===== src/rtl/uart_fifo_param.sv =====
// ---------------------------------------------------------------------------
// uart_fifo_param
// 16550-style receive/transmit FIFO with a per-entry line-status tag.
// Circular buffer with first-word fall-through read port, occupancy count,
// sticky overrun, one-cycle underrun pulse, programmable trigger level and
// an "error somewhere in the FIFO" flag (LSR bit 7 equivalent).
//
// Ports
//   clk         sole clock, rising edge
//   rst_n       asynchronous active-low reset
//   en          enable for push_in / pop_in (flush, status_clr always act)
//   flush       synchronous clear of contents, count, errcnt, overrun
//   status_clr  synchronous clear of sticky overrun
//   push_in     write request, data din / tag_in
//   pop_in      read request
//   threshold   trigger level (0 disables thr_trigger)
//   dout        head data, zero while empty
//   tag_out     head tag, zero while empty
//   count       occupancy 0..FIFO_DEPTH
//   empty/full  occupancy flags from the registered count
//   overrun     sticky: write attempted while full without a pop
//   underrun    one-cycle pulse: read attempted while empty
//   thr_trigger count >= threshold (threshold != 0)
//   err_in_fifo at least one stored entry carries a nonzero tag
// ---------------------------------------------------------------------------
module uart_fifo_param #(
  parameter int DATA_WIDTH = 8,
  parameter int FIFO_DEPTH = 16,
  parameter int TAG_WIDTH  = 3
) (
  input  logic                              clk,
  input  logic                              rst_n,
  input  logic                              en,
  input  logic                              flush,
  input  logic                              status_clr,
  input  logic                              push_in,
  input  logic                              pop_in,
  input  logic [DATA_WIDTH-1:0]             din,
  input  logic [TAG_WIDTH-1:0]              tag_in,
  input  logic [$clog2(FIFO_DEPTH):0]       threshold,
  output logic [DATA_WIDTH-1:0]             dout,
  output logic [TAG_WIDTH-1:0]              tag_out,
  output logic [$clog2(FIFO_DEPTH):0]       count,
  output logic                              empty,
  output logic                              full,
  output logic                              overrun,
  output logic                              underrun,
  output logic                              thr_trigger,
  output logic                              err_in_fifo
);

  localparam int AW = $clog2(FIFO_DEPTH);
  localparam int EW = DATA_WIDTH + TAG_WIDTH;

  localparam logic [AW-1:0] PTR_ONE = AW'(1);
  localparam logic [AW:0]   CNT_ONE = (AW + 1)'(1);
  localparam logic [AW:0]   CNT_MAX = (AW + 1)'(FIFO_DEPTH);

  // A tag is an error marker when any of its status bits is set.
  function automatic logic tag_err(input logic [TAG_WIDTH-1:0] t);
    return |t;
  endfunction

  logic [EW-1:0]  mem_r [FIFO_DEPTH];
  logic [AW-1:0]  rd_ptr_r;
  logic [AW-1:0]  wr_ptr_r;
  logic [AW:0]    count_r;
  logic [AW:0]    errcnt_r;
  logic           overrun_r;
  logic           underrun_r;

  logic           empty_s;
  logic           full_s;
  logic           push_s;
  logic           pop_s;
  logic           ovr_set_s;
  logic [EW-1:0]  head_s;
  logic [AW:0]    count_nxt_s;
  logic [AW:0]    errcnt_nxt_s;
  logic           err_push_s;
  logic           err_pop_s;

  assign empty_s = (count_r == {(AW + 1){1'b0}});
  assign full_s  = (count_r == CNT_MAX);

  // A pop is only accepted when data exists; a push into a full FIFO is
  // accepted only if the head is leaving in the same cycle.
  assign pop_s     = en & pop_in & ~empty_s & ~flush;
  assign push_s    = en & push_in & (~full_s | pop_s) & ~flush;
  assign ovr_set_s = en & push_in & full_s & ~pop_in;

  assign head_s     = mem_r[rd_ptr_r];
  assign err_push_s = push_s & tag_err(tag_in);
  assign err_pop_s  = pop_s & tag_err(head_s[EW-1:DATA_WIDTH]);

  // Next occupancy and next error-entry count from accepted push/pop.
  always_comb begin
    count_nxt_s  = count_r;
    errcnt_nxt_s = errcnt_r;
    case ({push_s, pop_s})
      2'b10:   count_nxt_s = count_r + CNT_ONE;
      2'b01:   count_nxt_s = count_r - CNT_ONE;
      default: count_nxt_s = count_r;
    endcase
    case ({err_push_s, err_pop_s})
      2'b10:   errcnt_nxt_s = errcnt_r + CNT_ONE;
      2'b01:   errcnt_nxt_s = errcnt_r - CNT_ONE;
      default: errcnt_nxt_s = errcnt_r;
    endcase
  end

  // Storage array; contents are not reset, only the pointers are.
  always_ff @(posedge clk) begin
    if (push_s) begin
      mem_r[wr_ptr_r] <= {tag_in, din};
    end
  end

  // Pointers, occupancy and error-entry count.
  always_ff @(posedge clk or negedge rst_n) begin
    if (!rst_n) begin
      rd_ptr_r <= {AW{1'b0}};
      wr_ptr_r <= {AW{1'b0}};
      count_r  <= {(AW + 1){1'b0}};
      errcnt_r <= {(AW + 1){1'b0}};
    end else if (flush) begin
      rd_ptr_r <= {AW{1'b0}};
      wr_ptr_r <= {AW{1'b0}};
      count_r  <= {(AW + 1){1'b0}};
      errcnt_r <= {(AW + 1){1'b0}};
    end else begin
      if (push_s) begin
        wr_ptr_r <= wr_ptr_r + PTR_ONE;
      end
      if (pop_s) begin
        rd_ptr_r <= rd_ptr_r + PTR_ONE;
      end
      count_r  <= count_nxt_s;
      errcnt_r <= errcnt_nxt_s;
    end
  end

  // Sticky overrun: flush clears, a new set beats status_clr.
  always_ff @(posedge clk or negedge rst_n) begin
    if (!rst_n) begin
      overrun_r <= 1'b0;
    end else if (flush) begin
      overrun_r <= 1'b0;
    end else if (ovr_set_s) begin
      overrun_r <= 1'b1;
    end else if (status_clr) begin
      overrun_r <= 1'b0;
    end else begin
      overrun_r <= overrun_r;
    end
  end

  // Underrun is a single-cycle pulse of the attempt seen on the prior edge.
  always_ff @(posedge clk or negedge rst_n) begin
    if (!rst_n) begin
      underrun_r <= 1'b0;
    end else begin
      underrun_r <= en & pop_in & empty_s;
    end
  end

  // Fall-through read port gated to zero while empty (stale memory hidden).
  assign {tag_out, dout} = empty_s ? {EW{1'b0}} : head_s;

  assign count       = count_r;
  assign empty       = empty_s;
  assign full        = full_s;
  assign overrun     = overrun_r;
  assign underrun    = underrun_r;
  assign thr_trigger = (threshold != {(AW + 1){1'b0}}) & (count_r >= threshold);
  assign err_in_fifo = (errcnt_r != {(AW + 1){1'b0}});

endmodule


===== config.mk =====
export PLATFORM = sky130hd
export DESIGN_NAME = uart_fifo_param
export DESIGN_NICKNAME = d
export VERILOG_FILES = /design/src/rtl/uart_fifo_param.sv
export SDC_FILE = /design/constraint.sdc
export NUM_CORES = 1
export LEC_CHECK = 0
export ABC_CLOCK_PERIOD_IN_PS = 8200
export CELL_PAD_IN_SITES_DETAIL_PLACEMENT = 1
export CELL_PAD_IN_SITES_GLOBAL_PLACEMENT = 1
export CORE_MARGIN = 2
export CORE_UTILIZATION = 35
export DETAILED_ROUTE_END_ITERATION = 12
export GPL_TIMING_DRIVEN = 0
export PLACE_DENSITY = 0.56
export SLEW_MARGIN = 20
export SYNTH_ARGS = -nofsm -noshare
export SYNTH_HDL_FRONTEND = slang
export SYNTH_SLANG_ARGS = --single-unit

===== constraint.sdc =====
create_clock -name clk -period 8.2 [get_ports clk]
set_input_delay 0.82 -clock clk [delete_from_list [all_inputs] [get_ports clk]]
set_output_delay 0.82 -clock clk [all_outputs]
set_load 0.02 [all_outputs]

==> insert_results.sql <==
INSERT INTO impl_metrics (metric_group, metric, value, unit) VALUES
('die', 'count_of_standard_cell_rows', '56', ''),
('die', 'pin_count', '45', ''),
('clock_network', 'numCtsBuffers', '17', ''),
('critical_path', 'critPathMaxStageDelay', '0.70', 'ns'),
('global_route', 'grt_total_ovfl', '0', ''),
('timing', 'maxSlewHeadroom', '0.257', ''),
('critical_path', 'path_delay_family', 'buffers and inverters', ''),
('final_layout', 'n_antenna_cell', '0', ''),
('final_layout', 'n_fill_cell', '2338', ''),
('critical_path', 'worst-path-buf-inv', '4', ''),
('global_route', 'grt_antenna_before_repair', '0', ''),
('global_route', 'grt_start_max_net_pins', '22', ''),
('die', 'fp.dieH', '158', 'um'),
('critical_path', 'rr_worst_depth', '14', ''),
('yosys', 'synth.lib_cells_used.distinct', '48', ''),
('placement', 'final_weighted_congestion_in_routability_driven_placement', '0.750', ''),
('placement', 'dp_worst_setup_slack', '3.64', 'ns'),
('clock_network', 'ctsHoldBuffers', '0', ''),
('die', 'design.core.area', '23400', 'sq um'),
('pwr', 'power_leakage', '3.24', 'nW'),
('critical_path', 'critPathMostFrequentCell', 'sky130_fd_sc_hd__buf_2', ''),
('yosys', 'ys_warn_count', '0', ''),
('timing', 'hold_viol', '0', ''),
('clock_network', 'clkSinkCount', '196', ''),
('critical_path', 'timing.critical_path.fanout_max', '10', ''),
('clock_network', 'post_cts.resized_instances', '0', ''),
('global_route', 'grt_use_total', '0.165', ''),
('timing', 'tightestPinTransition', '1.11', 'ns'),
('pwr', 'power.density', '247', 'nW/um^2'),
('routing', 'detailedRoute.firstPassIterationCount', '4', ''),
('yosys', 'synth-seq-area-share', '0.695', ''),
('final_layout', 'most_frequent_standard_cell_in_the_layout_excluding_fill_and_tap_cells', 'sky130_fd_sc_hd__edfxtp_1', ''),
('yosys', 'synth-seq-cells', '196', ''),
('yosys', 'synth_nets', '535', ''),
('pwr', 'power.ir.vdd_worst', '0.000120', 'V'),
('yosys', 'post_synth.cell_area_avg', '16.9', 'sq um'),
('placement', 'place.detailed.instances', '858', ''),
('timing', 'final.setup.tns', '0', 'ns'),
('die', 'width_of_the_die', '158', 'um'),
('routing', 'route.detailed.vias_per_inst', '5.14', ''),
('timing', 'whs', '0.334', 'ns'),
('clock_network', 'cts_root_buf', 'sky130_fd_sc_hd__clkbuf_16', ''),
('critical_path', 'crit_arrival', '4.05', 'ns'),
('clock_network', 'ctsHtreeMaxLevel', '4', ''),
('timing', 'final_min_period_over_clock_period', '0.594', ''),
('timing', 'setup_viol', '0', ''),
('critical_path', 'r2r_slack', '4.17', 'ns'),
('critical_path', 'r2r-end', 'errcnt_r[4]', ''),
('final_layout', 'layout_common_cells', '176 x sky130_fd_sc_hd__edfxtp_1, 42 x sky130_fd_sc_hd__clkdlybuf4s50_1, 35 x sky130_fd_sc_hd__mux2i_1', ''),
('critical_path', 'required_time_of_the_critical_path', '7.38', 'ns'),
('critical_path', 'setup.worst_path.start_class', 'flip-flop', ''),
('final_layout', 'final_layout_size_suffix_gt1_frac', '0.161', ''),
('global_route', 'grt_pass1_wl', '29500', 'um'),
('routing', 'num_vias', '4578', ''),
('timing', 'setup_clock_skew_after_layout', '0.0130', 'ns'),
('final_layout', 'final_area', '9810', 'sq um'),
('final_layout', 'syn2layout_area_growth', '17.8', '%'),
('routing', 'postRouteAntennaNets', '0', ''),
('routing', 'route.detailed.wl_per_inst', '21.7', 'um'),
('timing', 'timing.fmax', '0.205', 'GHz'),
('outcome', 'run_status', 'completed', ''),
('final_layout', 'utilization', '0.419', ''),
('placement', 'dp.final_hpwl', '13700', 'um'),
('clock_network', 'post-cts-setup-buffers', '0', ''),
('routing', 'detail_route.drc_violations', '0', ''),
('run', 'maxCapViolCount', '0', ''),
('yosys', 'async_flop_share', '0.102', ''),
('timing', 'slew_viol_final', '0', ''),
('yosys', 'area_of_the_mapped_netlist', '8330', 'sq um'),
('min_path', 'hold_path.class', 'in2async', ''),
('clock_network', 'tritoncts_clock_tree', 'done', '');
## sequential cells by signal (all words and copies together) (netlist names)
register  flops
overrun       1
underrun      1
wr_ptr_r      4
mem_r       176
rd_ptr_r      4
errcnt_r      5
count         5
## area by class of cell
cell class | count | area, sq um | share of cell area
sequential | 196 | 5790 | 0.590
clock inverter | 15 | 181 | 0.0185
buffer | 21 | 115 | 0.0117
multi-input combinational | 261 | 2400 | 0.245
timing repair buffer | 45 | 440 | 0.0449
tap | 319 | 399 | 0.0407
inverter | 16 | 60.1 | 0.00612
clock buffer | 17 | 425 | 0.0434
## worst register-to-register path: stages (launching register included)
cell                       delay (ns)
sky130_fd_sc_hd__dfrtp_1         0.53
sky130_fd_sc_hd__buf_2           0.36
sky130_fd_sc_hd__mux4_2          0.25
sky130_fd_sc_hd__nand3_1         0.08
sky130_fd_sc_hd__and3_1          0.26
sky130_fd_sc_hd__and3_1          0.18
sky130_fd_sc_hd__or4_1           0.57
sky130_fd_sc_hd__inv_1           0.16
sky130_fd_sc_hd__ha_1            0.29
sky130_fd_sc_hd__nor2b_1         0.15
sky130_fd_sc_hd__o21ai_0         0.15
sky130_fd_sc_hd__nand2b_1        0.11
sky130_fd_sc_hd__or2_2           0.28
sky130_fd_sc_hd__mux2i_1         0.19
sky130_fd_sc_hd__mux2_2          0.36
## cell usage after synthesis (4+ instances only)
master | number | area (sq um)
sky130_fd_sc_hd__nor2b_1 | 5 | 31.3
sky130_fd_sc_hd__nand3_1 | 5 | 25.0
sky130_fd_sc_hd__o22ai_1 | 8 | 50.1
sky130_fd_sc_hd__a211oi_1 | 8 | 60.1
sky130_fd_sc_hd__ha_1 | 16 | 200
sky130_fd_sc_hd__nor2_1 | 31 | 116
sky130_fd_sc_hd__a21o_1 | 7 | 52.6
sky130_fd_sc_hd__nand2_1 | 31 | 116
sky130_fd_sc_hd__xnor2_1 | 6 | 52.6
sky130_fd_sc_hd__and2_1 | 4 | 25.0
sky130_fd_sc_hd__inv_1 | 14 | 52.6
sky130_fd_sc_hd__xor2_1 | 5 | 43.8
sky130_fd_sc_hd__nand2b_1 | 5 | 31.3
sky130_fd_sc_hd__mux4_2 | 25 | 563
sky130_fd_sc_hd__nor3_1 | 6 | 30.0
sky130_fd_sc_hd__clkbuf_1 | 11 | 41.3
sky130_fd_sc_hd__dfrtp_1 | 20 | 500
sky130_fd_sc_hd__o221ai_1 | 16 | 140
sky130_fd_sc_hd__mux2i_1 | 35 | 350
sky130_fd_sc_hd__a21oi_1 | 10 | 50.1
sky130_fd_sc_hd__buf_2 | 7 | 35.0
sky130_fd_sc_hd__edfxtp_1 | 176 | 5290
## logic make-up (layout without fill, tap and decap cells)
kind of cell               Yosys count  in the layout  share of synthesized area
AOI/OAI and AO/OA                   61             61                     0.0562
xor gates and xnor gates            12             12                     0.0149
adders and majority gates           18             18                     0.0289
buffers and inverters               37            114                     0.0210
DFF                                196            196                      0.695
muxes                               66             66                      0.124
and+or+nand+nor                    104            104                     0.0601
## power by group
group / switching [mW] / total (mW) / internal, mW
registers: 0.0224 / 1.13 / 1.10
clock network: 0.422 / 0.836 / 0.414
logic: 0.250 / 0.461 / 0.211
total: 0.695 / 2.42 / 1.73
## metal layers
layer,GRT usage,wire (um)
met5,0,0
met4,0.0528,267
met3,0.0246,585
met2,0.276,9610
met1,0.221,8870
## worst max path at each step
| stage | startpoint | to | cells after the start |
|---|---|---|---|
| 6_report | rd_ptr_r[1] | dout[1] | 8 |
| 3_3_place_gp | rd_ptr_r[1] | dout[1] | 8 |
| 5_1_grt | rd_ptr_r[1] | dout[1] | 8 |
| 3_5_place_dp | tag_in[1] | errcnt_r[4] | 11 |
| 2_1_floorplan | flush | errcnt_r[4] | 13 |
| 4_1_cts | rd_ptr_r[1] | dout[1] | 8 |
(Power assumes the default switching activity.)
